**src/rtl/id_ex_alu_issue_pkg.sv**
```systemverilog
// ---------------------------------------------------------------------------
// id_ex_alu_issue_pkg : shared ALU control codes and MIPS opcode/funct values
// Revision 1.0
// ---------------------------------------------------------------------------
`default_nettype none

package id_ex_alu_issue_pkg;

   localparam logic [2:0] ALU_CTRL_AND = 3'd0;
   localparam logic [2:0] ALU_CTRL_OR  = 3'd1;
   localparam logic [2:0] ALU_CTRL_ADD = 3'd2;
   localparam logic [2:0] ALU_CTRL_NOR = 3'd4;
   localparam logic [2:0] ALU_CTRL_SUB = 3'd6;
   localparam logic [2:0] ALU_CTRL_NOP = 3'd7;

   localparam logic [5:0] OP_RTYPE = 6'h00;
   localparam logic [5:0] OP_BEQ   = 6'h04;
   localparam logic [5:0] OP_ADDI  = 6'h08;
   localparam logic [5:0] OP_ADDIU = 6'h09;
   localparam logic [5:0] OP_ANDI  = 6'h0C;
   localparam logic [5:0] OP_ORI   = 6'h0D;
   localparam logic [5:0] OP_LW    = 6'h23;
   localparam logic [5:0] OP_SW    = 6'h2B;

   localparam logic [5:0] FN_ADD  = 6'h20;
   localparam logic [5:0] FN_ADDU = 6'h21;
   localparam logic [5:0] FN_SUB  = 6'h22;
   localparam logic [5:0] FN_SUBU = 6'h23;
   localparam logic [5:0] FN_AND  = 6'h24;
   localparam logic [5:0] FN_OR   = 6'h25;
   localparam logic [5:0] FN_NOR  = 6'h27;

endpackage

`default_nettype wire

```
**src/rtl/id_ex_alu_issue_fwd_mux.sv**
```systemverilog
// ---------------------------------------------------------------------------
// fwd_mux : operand forwarding select, EX/MEM over MEM/WB over register file
// Revision 1.0
// ---------------------------------------------------------------------------
`default_nettype none

module fwd_mux #(
   parameter int LEN = 32
) (
   input  logic [4:0]     idx_i,
   input  logic [LEN-1:0] rf_data_i,
   input  logic           exmem_wr_en_i,
   input  logic [4:0]     exmem_rd_i,
   input  logic [LEN-1:0] exmem_val_i,
   input  logic           memwb_wr_en_i,
   input  logic [4:0]     memwb_rd_i,
   input  logic [LEN-1:0] memwb_val_i,
   output logic [LEN-1:0] data_o
);

   always_comb begin
      data_o = rf_data_i;
      // Register 0 is hardwired, so a stage "writing" it must never be forwarded
      if (idx_i != 5'd0) begin
         if (exmem_wr_en_i && (exmem_rd_i == idx_i)) begin
            data_o = exmem_val_i;
         end else if (memwb_wr_en_i && (memwb_rd_i == idx_i)) begin
            data_o = memwb_val_i;
         end
      end
   end

endmodule

`default_nettype wire

```
**src/rtl/id_ex_alu_issue.sv**
```systemverilog
// ---------------------------------------------------------------------------
// id_ex_alu_issue : ID/EX decode, forwarding and registered ALU issue bundle
// Revision 1.0
// ---------------------------------------------------------------------------
`default_nettype none

module id_ex_alu_issue
   import id_ex_alu_issue_pkg::*;
#(
   parameter int LEN = 32
) (
   input  logic           clk,
   input  logic           rst_n,
   input  logic           id_valid,
   input  logic [5:0]     opcode,
   input  logic [5:0]     funct,
   input  logic [4:0]     rs_idx,
   input  logic [4:0]     rt_idx,
   input  logic [4:0]     rd_idx,
   input  logic [LEN-1:0] rs_data,
   input  logic [LEN-1:0] rt_data,
   input  logic [15:0]    imm16,
   input  logic           exmem_wr_en,
   input  logic [4:0]     exmem_rd,
   input  logic [LEN-1:0] exmem_val,
   input  logic           memwb_wr_en,
   input  logic [4:0]     memwb_rd,
   input  logic [LEN-1:0] memwb_val,
   input  logic           stall,
   input  logic           flush,
   output logic           ex_valid,
   output logic [LEN-1:0] num_1,
   output logic [LEN-1:0] num_2,
   output logic [2:0]     alu_ctrl,
   output logic [4:0]     ex_rd,
   output logic           ex_wr_en,
   output logic [LEN-1:0] ex_store_data,
   output logic           ex_is_branch
);

   logic [LEN-1:0] rs_fwd, rt_fwd, imm_ext;
   logic [2:0]     alu_d;
   logic [4:0]     dest_d;
   logic           wr_d, use_imm_d, sext_d, br_d;

   logic           valid_q, wr_q, br_q;
   logic [LEN-1:0] num1_q, num2_q, sd_q;
   logic [2:0]     alu_q;
   logic [4:0]     rd_q;

   fwd_mux #(.LEN(LEN)) u_fwd_rs (
      .idx_i(rs_idx), .rf_data_i(rs_data),
      .exmem_wr_en_i(exmem_wr_en), .exmem_rd_i(exmem_rd), .exmem_val_i(exmem_val),
      .memwb_wr_en_i(memwb_wr_en), .memwb_rd_i(memwb_rd), .memwb_val_i(memwb_val),
      .data_o(rs_fwd)
   );

   fwd_mux #(.LEN(LEN)) u_fwd_rt (
      .idx_i(rt_idx), .rf_data_i(rt_data),
      .exmem_wr_en_i(exmem_wr_en), .exmem_rd_i(exmem_rd), .exmem_val_i(exmem_val),
      .memwb_wr_en_i(memwb_wr_en), .memwb_rd_i(memwb_rd), .memwb_val_i(memwb_val),
      .data_o(rt_fwd)
   );

   always_comb begin
      alu_d     = ALU_CTRL_NOP;
      wr_d      = 1'b0;
      use_imm_d = 1'b1;
      sext_d    = 1'b1;
      br_d      = 1'b0;
      dest_d    = rt_idx;
      case (opcode)
         OP_RTYPE: begin
            use_imm_d = 1'b0;
            dest_d    = rd_idx;
            wr_d      = 1'b1;
            case (funct)
               FN_ADD, FN_ADDU: alu_d = ALU_CTRL_ADD;
               FN_SUB, FN_SUBU: alu_d = ALU_CTRL_SUB;
               FN_AND:          alu_d = ALU_CTRL_AND;
               FN_OR:           alu_d = ALU_CTRL_OR;
               FN_NOR:          alu_d = ALU_CTRL_NOR;
               default:         wr_d  = 1'b0;
            endcase
         end
         OP_ADDI, OP_ADDIU, OP_LW: begin
            alu_d = ALU_CTRL_ADD;
            wr_d  = 1'b1;
         end
         OP_ANDI: begin
            alu_d  = ALU_CTRL_AND;
            sext_d = 1'b0;
            wr_d   = 1'b1;
         end
         OP_ORI: begin
            alu_d  = ALU_CTRL_OR;
            sext_d = 1'b0;
            wr_d   = 1'b1;
         end
         OP_SW:   alu_d = ALU_CTRL_ADD;
         OP_BEQ: begin
            alu_d     = ALU_CTRL_SUB;
            use_imm_d = 1'b0;
            br_d      = 1'b1;
         end
         default: alu_d = ALU_CTRL_NOP;
      endcase
   end

   assign imm_ext = sext_d ? LEN'($signed(imm16)) : LEN'(imm16);

   always_ff @(posedge clk) begin
      if (!rst_n || flush || (!stall && !id_valid)) begin
         valid_q <= 1'b0;
         num1_q  <= '0;
         num2_q  <= '0;
         sd_q    <= '0;
         alu_q   <= ALU_CTRL_NOP;
         rd_q    <= 5'd0;
         wr_q    <= 1'b0;
         br_q    <= 1'b0;
      end else if (!stall) begin
         valid_q <= 1'b1;
         num1_q  <= rs_fwd;
         num2_q  <= use_imm_d ? imm_ext : rt_fwd;
         sd_q    <= rt_fwd;
         alu_q   <= alu_d;
         rd_q    <= dest_d;
         wr_q    <= wr_d && (dest_d != 5'd0);
         br_q    <= br_d;
      end
   end

   assign ex_valid      = valid_q;
   assign num_1         = num1_q;
   assign num_2         = num2_q;
   assign ex_store_data = sd_q;
   assign alu_ctrl      = alu_q;
   assign ex_rd         = rd_q;
   assign ex_wr_en      = wr_q;
   assign ex_is_branch  = br_q;

endmodule

`default_nettype wire

```
**config.mk**
```make
export PLATFORM = sky130hd
export DESIGN_NAME = id_ex_alu_issue
export DESIGN_NICKNAME = d
export VERILOG_FILES = /design/src/rtl/id_ex_alu_issue_pkg.sv /design/src/rtl/id_ex_alu_issue_fwd_mux.sv /design/src/rtl/id_ex_alu_issue.sv
export SDC_FILE = /design/constraint.sdc
export NUM_CORES = 1
export LEC_CHECK = 0
export CAP_MARGIN = 10
export CORE_MARGIN = 4
export CORE_UTILIZATION = 44
export DETAILED_ROUTE_END_ITERATION = 7
export PLACE_DENSITY_LB_ADDON = 0.15
export SYNTH_ARGS = -nofsm -noshare
export SYNTH_HDL_FRONTEND = slang
export SYNTH_SLANG_ARGS = --single-unit
```
**constraint.sdc**
```tcl
create_clock -name clk -period 3.58 [get_ports clk]
set_input_delay 0.716 -clock clk [delete_from_list [all_inputs] [get_ports clk]]
set_output_delay 0.716 -clock clk [all_outputs]
set_load 0.1 [all_outputs]
```
Word-level counts from Yosys, hierarchy flattened:

Index checks and enable logic that the tools add are counted.
W data, S select, Z words.

* flip-flop bits (word level): 107
* bits in latches: 0
* memory bits (writable): 0
* ROM bits: 0
* input bits: 188
* output and inout bits: 107
* word-level logic and storage cells: 62
* memories kept: 0

* add/subtract/negate cells: 0
* multiply operators: 0
* divide/modulo/power cells: 0
* order comparisons: 0
* equal/unequal tests: 18
* shift-type cells: 0
* mux-type cells: 14
* bitwise operators: 0
* reduce and logical (&&, ||, !) cells: 22

Operator list (count)
* $mux W32: 8
* $eq A6 B6 Y1 const B: 9
* $pmux W3 S5: 2
* $eq A6 B4 Y1 const B: 4
* $eq A5 B5 Y1: 4
* $reduce_bool A5 Y1: 3
* $reduce_or A2 Y1: 4
* $reduce_or A7 Y1: 1
* $eq A6 B3 Y1 const B: 1
* $logic_and A1 B1 Y1: 6
* $logic_not A6 Y1: 1
* $mux W5: 1
* $reduce_or A5 Y1: 1
* $reduce_or A4 Y1: 1
* $logic_not A1 Y1: 3
* $logic_or A1 B1 Y1: 2
* $mux W1: 2
* $pmux W1 S2: 1

Logic depth before layout (Yosys ltp):

Gate-level depths: netlist (run 1).

* depth after elaboration: 6
* depth in mapped cells: 8
* gate-level depth less buffers: 6

Cells and area by module:

Synthesis (run 1) repeated with hierarchy kept, for this count alone.

* cells, all modules: 642
* area total of the unflattened synthesis: 6084.6 um2

By module, submodules not included
* id_ex_alu_issue: instances 1, cells each 446, area an instance 4240.3 um2, seq. area each 2142.1 um2
* fwd_mux: instances 2, cells each 98, area an instance 922.1 um2, seq. area each 0.0 um2

Worst setup path before layout (run 1):

No wires, ideal clock.

* path kind: input-to-reg
* from: input port opcode[5]
* to: register num2_q[31], in the netlist num_2[31]
* library setup time: 122 ps
* arrival: 2143 ps
* required time: 3458 ps
* slack: 1315 ps
* stages on the path: 7
* buffers on the path: 3
* cell sequence: clkbuf_1 or4_1 buf_2 nand2_1 nor4_2 buf_2 a221o_1

* word-level cells in the longest chain between the ends: 4
* elaborated cells between the ends (all ways): 8
* those cells by class: eq/ne: 3; mux: 2; reduce/logical: 3

Ends and longest elaborated chain
* start: declaration: RTL line id_ex_alu_issue.sv:15 `input logic [5:0] opcode,`
* $eq A6 B4 Y1: RTL line id_ex_alu_issue.sv:72 `case (opcode)`
* $reduce_or A2 Y1 (no source line)
* $mux W32: RTL line id_ex_alu_issue.sv:110 `assign imm_ext = sext_d ? LEN'($signed(imm16)) : LEN'(imm16);`
* $mux W32 *: RTL line id_ex_alu_issue.sv:125 `num2_q <= use_imm_d ? imm_ext : rt_fwd;`
* end signal: assignment: RTL line id_ex_alu_issue.sv:125
* end: declaration: RTL line id_ex_alu_issue.sv:47 `logic [LEN-1:0] num1_q, num2_q, sd_q;`

Mark *: on every way between the ends. The rest lies on a longest branch, timed or not.
A chain may end at the register's enable or synchronous reset.

Final worst setup path (run 1):

* from: input port rt_idx[3]
* to: register sd_q[1], in the netlist ex_store_data[1]

* word-level cells in the longest chain between the ends: 5
* elaborated cells between the ends (all ways): 8
* those cells by class: eq/ne: 2; mux: 3; reduce/logical: 3

Ends and longest elaborated chain
* start: declaration: RTL line id_ex_alu_issue.sv:18 `input logic [4:0] rt_idx,`
* $eq A5 B5 Y1: RTL line id_ex_alu_issue_fwd_mux.sv:27 `end else if (memwb_wr_en_i && (memwb_rd_i == idx_i)) begin`
* $logic_and A1 B1 Y1: RTL line id_ex_alu_issue_fwd_mux.sv:27
* $mux W32: RTL line id_ex_alu_issue_fwd_mux.sv:27
* $mux W32: RTL line id_ex_alu_issue_fwd_mux.sv:25 `if (exmem_wr_en_i && (exmem_rd_i == idx_i)) begin`
* $mux W32 *: RTL line id_ex_alu_issue_fwd_mux.sv:24 `if (idx_i != 5'd0) begin`
* end signal: assignment: RTL line id_ex_alu_issue.sv:126 `sd_q <= rt_fwd;`
* end: declaration: RTL line id_ex_alu_issue.sv:47

Marked as above.

==> results.sh, run 1 <==
export IMPL_p_leak_nw=3.206
export IMPL_synth_cell_type_count=51
export IMPL_ys_seq_area_frac=0.3598
export IMPL_clock_power_share=0.313
export IMPL_io_pins=295
export IMPL_num_nets_final=1186
export IMPL_met2_usage=0.4898
export IMPL_combPwrFrac=0.299
export IMPL_period_needed_ns=2.914
export IMPL_place_gp_congestion=0.9099
export IMPL_hold_buffers=0
export IMPL_synth_async_reset_ratio=0
export IMPL_utilization=0.6994
export IMPL_grt_start_max_net_pins=91
export IMPL_h_tree_depth=3
export IMPL_cts_root_buf="clkbuf_16"
export IMPL_fp_dieW_um=124.3
export IMPL_min_period_over_period=0.8138
export IMPL_cp_arrival_ns=3.20
export IMPL_clock_fmax_mhz=343.2
export IMPL_multi_input_area_mm2=0.003436
export IMPL_worst_path_buf_inv=2
export IMPL_clock_sinks=107
export IMPL_startpoint_type="primary input"
export IMPL_pre_cts_slack_ns=0.3462
export IMPL_cp_cell_sequence="clkdlybuf4s50_1 -> xor2_1 -> nor4_4 -> nand2_2 -> a21oi_4 -> buf_4 -> o221ai_1 -> a21oi_1"
export IMPL_rsz0062_at_grt="no"
export IMPL_critical_path_class="primary input to register"
export IMPL_grtUsageMet3=0.08705
export IMPL_tightest_slew_ns=1.177
export IMPL_grt_use_met1=0.4396
export IMPL_syn2layout_area_growth_pct=55.57
export IMPL_clock_path_buffers=2
export IMPL_slowest_stage="clkdlybuf4s50_1"
export IMPL_drt_iter0_drc=1003
export IMPL_portBuffers=294
export IMPL_yosys_register_bits=107
export IMPL_drive_above_1_share=0.07079
export IMPL_clk_pin_slew_worst_paths_ns=0.08
export IMPL_insertion_delay_ns=0.35
export IMPL_synth_area_leaders="dfxtp_1 36%, a21oi_1 9.8%, o21ai_0 8.5%, nand3_1 5.6%, a221o_1 4.7%"
export IMPL_syn_cell_area_mm2=0.005953
export IMPL_synth_nets=937
export IMPL_drt_antenna_violating_nets=0
export IMPL_post_cts_buffers=0
export IMPL_grt_busiest_layer="met2"
export IMPL_wl_per_cell_um=22.04
export IMPL_initial_utilization=0.4495
export IMPL_fillers=1054
export IMPL_finalClockSkew_ns=0
export IMPL_synth_edf_count=0
export IMPL_relSlewSlack=0.2127
export IMPL_critPathCaptureType="register"
export IMPL_synth_top_area_cell="dfxtp_1"
export IMPL_die_y_um=124.3
export IMPL_crit_required_ns=3.86
export IMPL_ctsResizeCount=0
export IMPL_grtUsageTotal=0.3208
export IMPL_p_sw_mw=1.134
export IMPL_cts_tree="done"
export IMPL_seqPwrFrac=0.388
export IMPL_syn_avg_cell_area_um2=7.948
export IMPL_core_area_mm2=0.01324
export IMPL_internal_power_mw=2.091
export IMPL_setup_viol=0
export IMPL_routed_via_count=7323
export IMPL_seq_area_mm2=0.002142
export IMPL_synth_top_area_share=0.3598
export IMPL_grt_pass1_vias=7015
export IMPL_grt_pass1_wl_mm=40.20
export IMPL_peakVddDrop_uv=221.8
export IMPL_drc=0
export IMPL_status="completed"
export IMPL_cts_buffers=9
export IMPL_die_area_mm2=0.01546
export IMPL_ys_flop_type="dfxtp_1"
export IMPL_cp_top_family="buffers and inverters"
export IMPL_dpl_hpwl_mm=18.26
export IMPL_powerDensity_mw_per_mm2=348.2
export IMPL_netlist_instances=749
export IMPL_wl_mm=25.98
export IMPL_p_sw_frac=0.3516
export IMPL_finalHoldViolations=0
export IMPL_firstDrtPassIters=6
export IMPL_ys_warn_count=0
export IMPL_antenna_found_initial=0
export IMPL_grt_overflow=0
export IMPL_critPathMaxFanout=20
export IMPL_setup_tns_ns=0
export IMPL_critPathMaxStageDelay_ns=0.60
export IMPL_fp_row_count=42
export IMPL_diodes=0
export IMPL_finalMaxSlewViolations=0
export IMPL_hold_path_class="register to register"
export IMPL_routed_via_density=6.211
export IMPL_fin_ws_ns=0.6665
export IMPL_maxCapViolCount=0
[cell usage in the layout, fill, tap and decap left out, drive strengths merged, types with 15 or more instances in the layout]
master	instances
a21oi	117
a221o	28
a2bb2oi	15
buf	28
clkdlybuf4s50	291
dfxtp	107
inv	16
nand2	35
nand3	67
o211ai	34
o21ai	102
o21ba	16
o221ai	21
o22ai	22
[per-layer routing]
metal	share of wire	vias to the layer above	routed length, um
met5	0	-	0
met4	0.030	0	769
met3	0.12	52	3072
met2	0.44	498	11410
met1	0.41	3413	10720
li1	-	3360	-
[sequential cells by signal, summed over array words and instances (netlist names)]
signal         cells
ex_store_data     32
ex_is_branch       1
num_1             32
num_2             32
alu_ctrl           3
ex_valid           1
ex_rd              5
ex_wr_en           1
[cells by family (layout without fill, tap and decap cells)]
kind of cell              count (synthesis)  in the layout  share of synthesized area
AOI/OAI and AO/OA                       384            384                     0.4199
xor gates and xnor gates                 21             21                    0.03090
DFF                                     107            107                     0.3598
and+or+nand+nor                         144            144                     0.1244
buffers and inverters                    93            347                    0.06494
[power groups by stage]
| stage | registers, mW | clock network, mW | logic, mW |
|---|---|---|---|
| after floorplan | 1.57 | 0 | 0.258 |
| final | 1.25 | 1.01 | 0.964 |
| after CTS | 1.25 | 1.02 | 0.955 |
| after detailed placement | 1.28 | 0 | 0.950 |
| after global placement | 1.28 | 0 | 0.947 |
| after global routing | 1.26 | 1.06 | 1.01 |
[synth_stat cells, types with 2 or more instances]
cell type,number
nand2b_1,2
and2_1,6
nor2_1,13
nor3_1,2
dfxtp_1,107
a2bb2oi_1,15
nand2_1,34
buf_1,2
clkbuf_1,68
o22ai_1,22
a221o_1,28
nor3b_1,3
buf_2,6
nand3_1,67
o211ai_1,33
a211oi_1,2
or4_1,2
nor4_1,3
o221ai_1,21
o21ai_0,101
xnor2_1,12
a21oi_1,116
and4_1,2
a31oi_1,3
buf_6,3
a311oi_1,5
inv_1,11
xor2_1,9
nand4_1,2
o22a_1,11
a21o_1,2
buf_4,2
o21ba_2,16
[cell type report]
| type | count | share of cell area |
|---|---|---|
| well taps | 176 | 0.02378 |
| flip-flops and latches | 107 | 0.2313 |
| multi-input cells | 549 | 0.3710 |
| clock inverters | 7 | 0.007566 |
| clock buffers | 9 | 0.02432 |
| repair buffers | 319 | 0.3372 |
| inverters | 12 | 0.004864 |
[stage by stage]
step                      area (um2)  instances  power [mW]  hold slack [ns]
after detailed placement        8966       1163       2.229           0.4463
after CTS                       9261       1179       3.232           0.4657
after floorplan                 5953        749       1.829           0.8752
final                           9261       1179       3.224           0.4636
after global placement          8966       1163       2.226           0.4396
after global routing            9261       1179       3.330           0.4893
[worst paths after layout]
kind / depth (start not counted) / to / from / slack (ns)
worst max register to register: 2 / ex_rd[2]$_SDFFE_PP0N_ / ex_rd[2]$_SDFFE_PP0N_ / 2.79
worst min register to register: 1 / ex_valid$_SDFFE_PP0N_ / ex_valid$_SDFFE_PP0N_ / 0.46
worst min-delay path: 1 / ex_valid$_SDFFE_PP0N_ / ex_valid$_SDFFE_PP0N_ / 0.46
worst max-delay path: 8 / ex_store_data[1]$_SDFFE_PP0N_ / rt_idx[3] / 0.67
(Power assumes the default switching activity.)
==> run 2: changes to the inputs <==
--- a/config.mk
+++ b/config.mk
@@ -7,7 +7,7 @@
 export LEC_CHECK = 0
 export CAP_MARGIN = 10
 export CORE_MARGIN = 4
-export CORE_UTILIZATION = 44
+export CORE_UTILIZATION = 37
 export DETAILED_ROUTE_END_ITERATION = 7
 export PLACE_DENSITY_LB_ADDON = 0.15
 export SYNTH_ARGS = -nofsm -noshare
==> constraint.sdc (replaced) <==
create_clock -name clk -period 2.44 [get_ports clk]
set_input_delay 0.488 -clock clk [delete_from_list [all_inputs] [get_ports clk]]
set_output_delay 0.488 -clock clk [all_outputs]
set_load 0.1 [all_outputs]
==> run 2 against run 1 <==
Against the previous run:
- worst hold slack about the same
- clock power increased by 53%
- non-clock buffer count increased by 31
- design area increased by 2.1%
- highest routed layer is now met5
- wire length increased by 2.1%
- power increased by 50%
- global-route usage decreased by 4.3 points
- die area increased by 18%
- combinational power increased by 50%
- via count decreased by 1.2%
- critical path type unchanged
==> results.sh, run 2 (synthesized netlist as in run 1, its figures left out) <==
export IMPL_stdcell_count=1250
export IMPL_finalClockSkew_ns=0
export IMPL_startpoint_type="primary input"
export IMPL_min_period_over_period=0.9467
export IMPL_drt_iter0_drc=691
export IMPL_insertion_delay_ns=0.35
export IMPL_drt_antenna_violating_nets=0
export IMPL_num_nets_final=1217
export IMPL_critical_path_class="primary input to register"
export IMPL_layout_common_cells="179 x clkdlybuf4s50_1, 153 x buf_4, 116 x a21oi_1"
export IMPL_dpl_hpwl_mm=19.13
export IMPL_clock_fmax_mhz=432.9
export IMPL_initial_utilization=0.3761
export IMPL_drive_above_1_share=0.2031
export IMPL_routed_via_count=7233
export IMPL_io_pins=295
export IMPL_drc=0
export IMPL_finalMaxSlewViolations=0
export IMPL_grt_pass1_wl_mm=39.69
export IMPL_status="completed"
export IMPL_place_gp_congestion=0.9122
export IMPL_rsz0062_at_grt="no"
export IMPL_firstDrtPassIters=5
export IMPL_setup_viol=0
export IMPL_grt_start_max_net_pins=91
export IMPL_diodes=0
export IMPL_cts_tree="done"
export IMPL_final_common_cell="clkdlybuf4s50_1"
export IMPL_antenna_found_initial=2
export IMPL_powerDensity_mw_per_mm2=511.5
export IMPL_wl_mm=26.53
export IMPL_rr_startpoint="num_2[31]$_SDFFE_PP0N_"
export IMPL_min_from="ex_store_data[15]$_SDFFE_PP0N_"
export IMPL_cp_arrival_ns=2.55
export IMPL_cts_buffers=9
export IMPL_hold_buffers=0
export IMPL_maxCapViolCount=0
export IMPL_h_tree_depth=3
export IMPL_p_leak_nw=3.646
export IMPL_routed_via_density=5.786
export IMPL_hold_ws_ns=0.4635
export IMPL_syn2layout_area_growth_pct=58.85
export IMPL_relSlewSlack=0.2239
export IMPL_core_area_mm2=0.01583
export IMPL_peakVddDrop_uv=466.1
export IMPL_fp_dieW_um=134.8
export IMPL_wl_per_cell_um=21.22
export IMPL_finalHoldViolations=0
export IMPL_critPathCaptureType="register"
export IMPL_tightest_slew_ns=1.160
export IMPL_grtUsageTotal=0.2773
export IMPL_clock_path_buffers=2
export IMPL_utilization=0.5975
export IMPL_critPathMaxFanout=12
export IMPL_cts_root_buf="clkbuf_16"
export IMPL_die_area_mm2=0.01818
export IMPL_crit_start="memwb_rd[2]"
export IMPL_fp_row_count=46
export IMPL_p_total_mw=4.837
export IMPL_grt_pass1_vias=6766
export IMPL_crit_required_ns=2.68
export IMPL_grt_overflow=0
export IMPL_pre_cts_slack_ns=-0.4336
export IMPL_clk_pin_slew_worst_paths_ns=0.07
export IMPL_die_y_um=134.8
export IMPL_r2r_slack_ns=1.68
export IMPL_period_needed_ns=2.310
export IMPL_clock_sinks=107
export IMPL_hold_path_class="register to register"
export IMPL_fin_ws_ns=0.1300
export IMPL_portBuffers=294
export IMPL_dp_cells=1234
-- run 2: changes by cell type in the layout (fill, tap and decap cells not counted), sizes merged, moves of 3 or more --
cell	previous run	this run
buf	28	164
clkdlybuf4s50	291	179
dlymetal6s2s	0	4
dlygate4sd2	0	3
inv	16	13
-- run 2: layout make-up --
class / instances / area (um2)
Clock buffer: 10 / 229.0
Timing Repair Buffer: 350 / 3237
Inverter: 12 / 45.04
Clock inverter: 6 / 73.82
Fill cell: 1482 / 6371
Sequential cell: 107 / 2142
Tap cell: 216 / 270.3
Multi-Input combinational cell: 549 / 3460
-- run 2: what timing repair did --
item	CTS	global route
endpoints found under the setup margin	9	14
pin swaps	0	1
resized for setup	4	7
gates cloned	0	0
hold endpoints to repair	0	0
buffers inserted	0	0
-- run 2: per-stage QoR --
step / instance area (um2) / TNS, ns
after global placement: 9124 / -18.12
after global routing: 9457 / 0
after detailed placement: 9124 / -19.64
after CTS: 9425 / 0
after floorplan: 5953 / 0
final: 9457 / 0
-- run 2: final timing paths --
| path | depth (start not counted) | to |
|---|---|---|
| max | 9 | num_2[28]$_SDFFE_PP0N_ |
| min | 2 | ex_store_data[15]$_SDFFE_PP0N_ |
| max reg2reg | 1 | num_2[31]$_SDFFE_PP0N_ |
| min reg2reg | 2 | ex_store_data[15]$_SDFFE_PP0N_ |
-- run 2: critical path: stages --
cell and delay (ns):
clkdlybuf4s50_1 0.46, xor2_1 0.19, nor4_4 0.29, o211ai_1 0.15, buf_4 0.20, buf_12 0.15
o22ai_1 0.18, a2bb2oi_1 0.13, a221o_1 0.32
-- run 2: layer usage --
metal | wire [um] | track usage | vias to the layer above
met2 | 11800 | 0.4175 | 397
met1 | 11110 | 0.3853 | 3375
met4 | 482 | 0.07070 | 4
li1 | - | - | 3425
met5 | 27 | 0 | -
met3 | 3100 | 0.08905 | 32
-- run 2: report_power, final --
group / leakage [nW] / total [mW] / internal, mW / switching (mW)
Clock: 0.141 / 1.55 / 0.810 / 0.736
Combinational: 2.63 / 1.45 / 0.561 / 0.892
Sequential: 0.871 / 1.84 / 1.81 / 0.0328
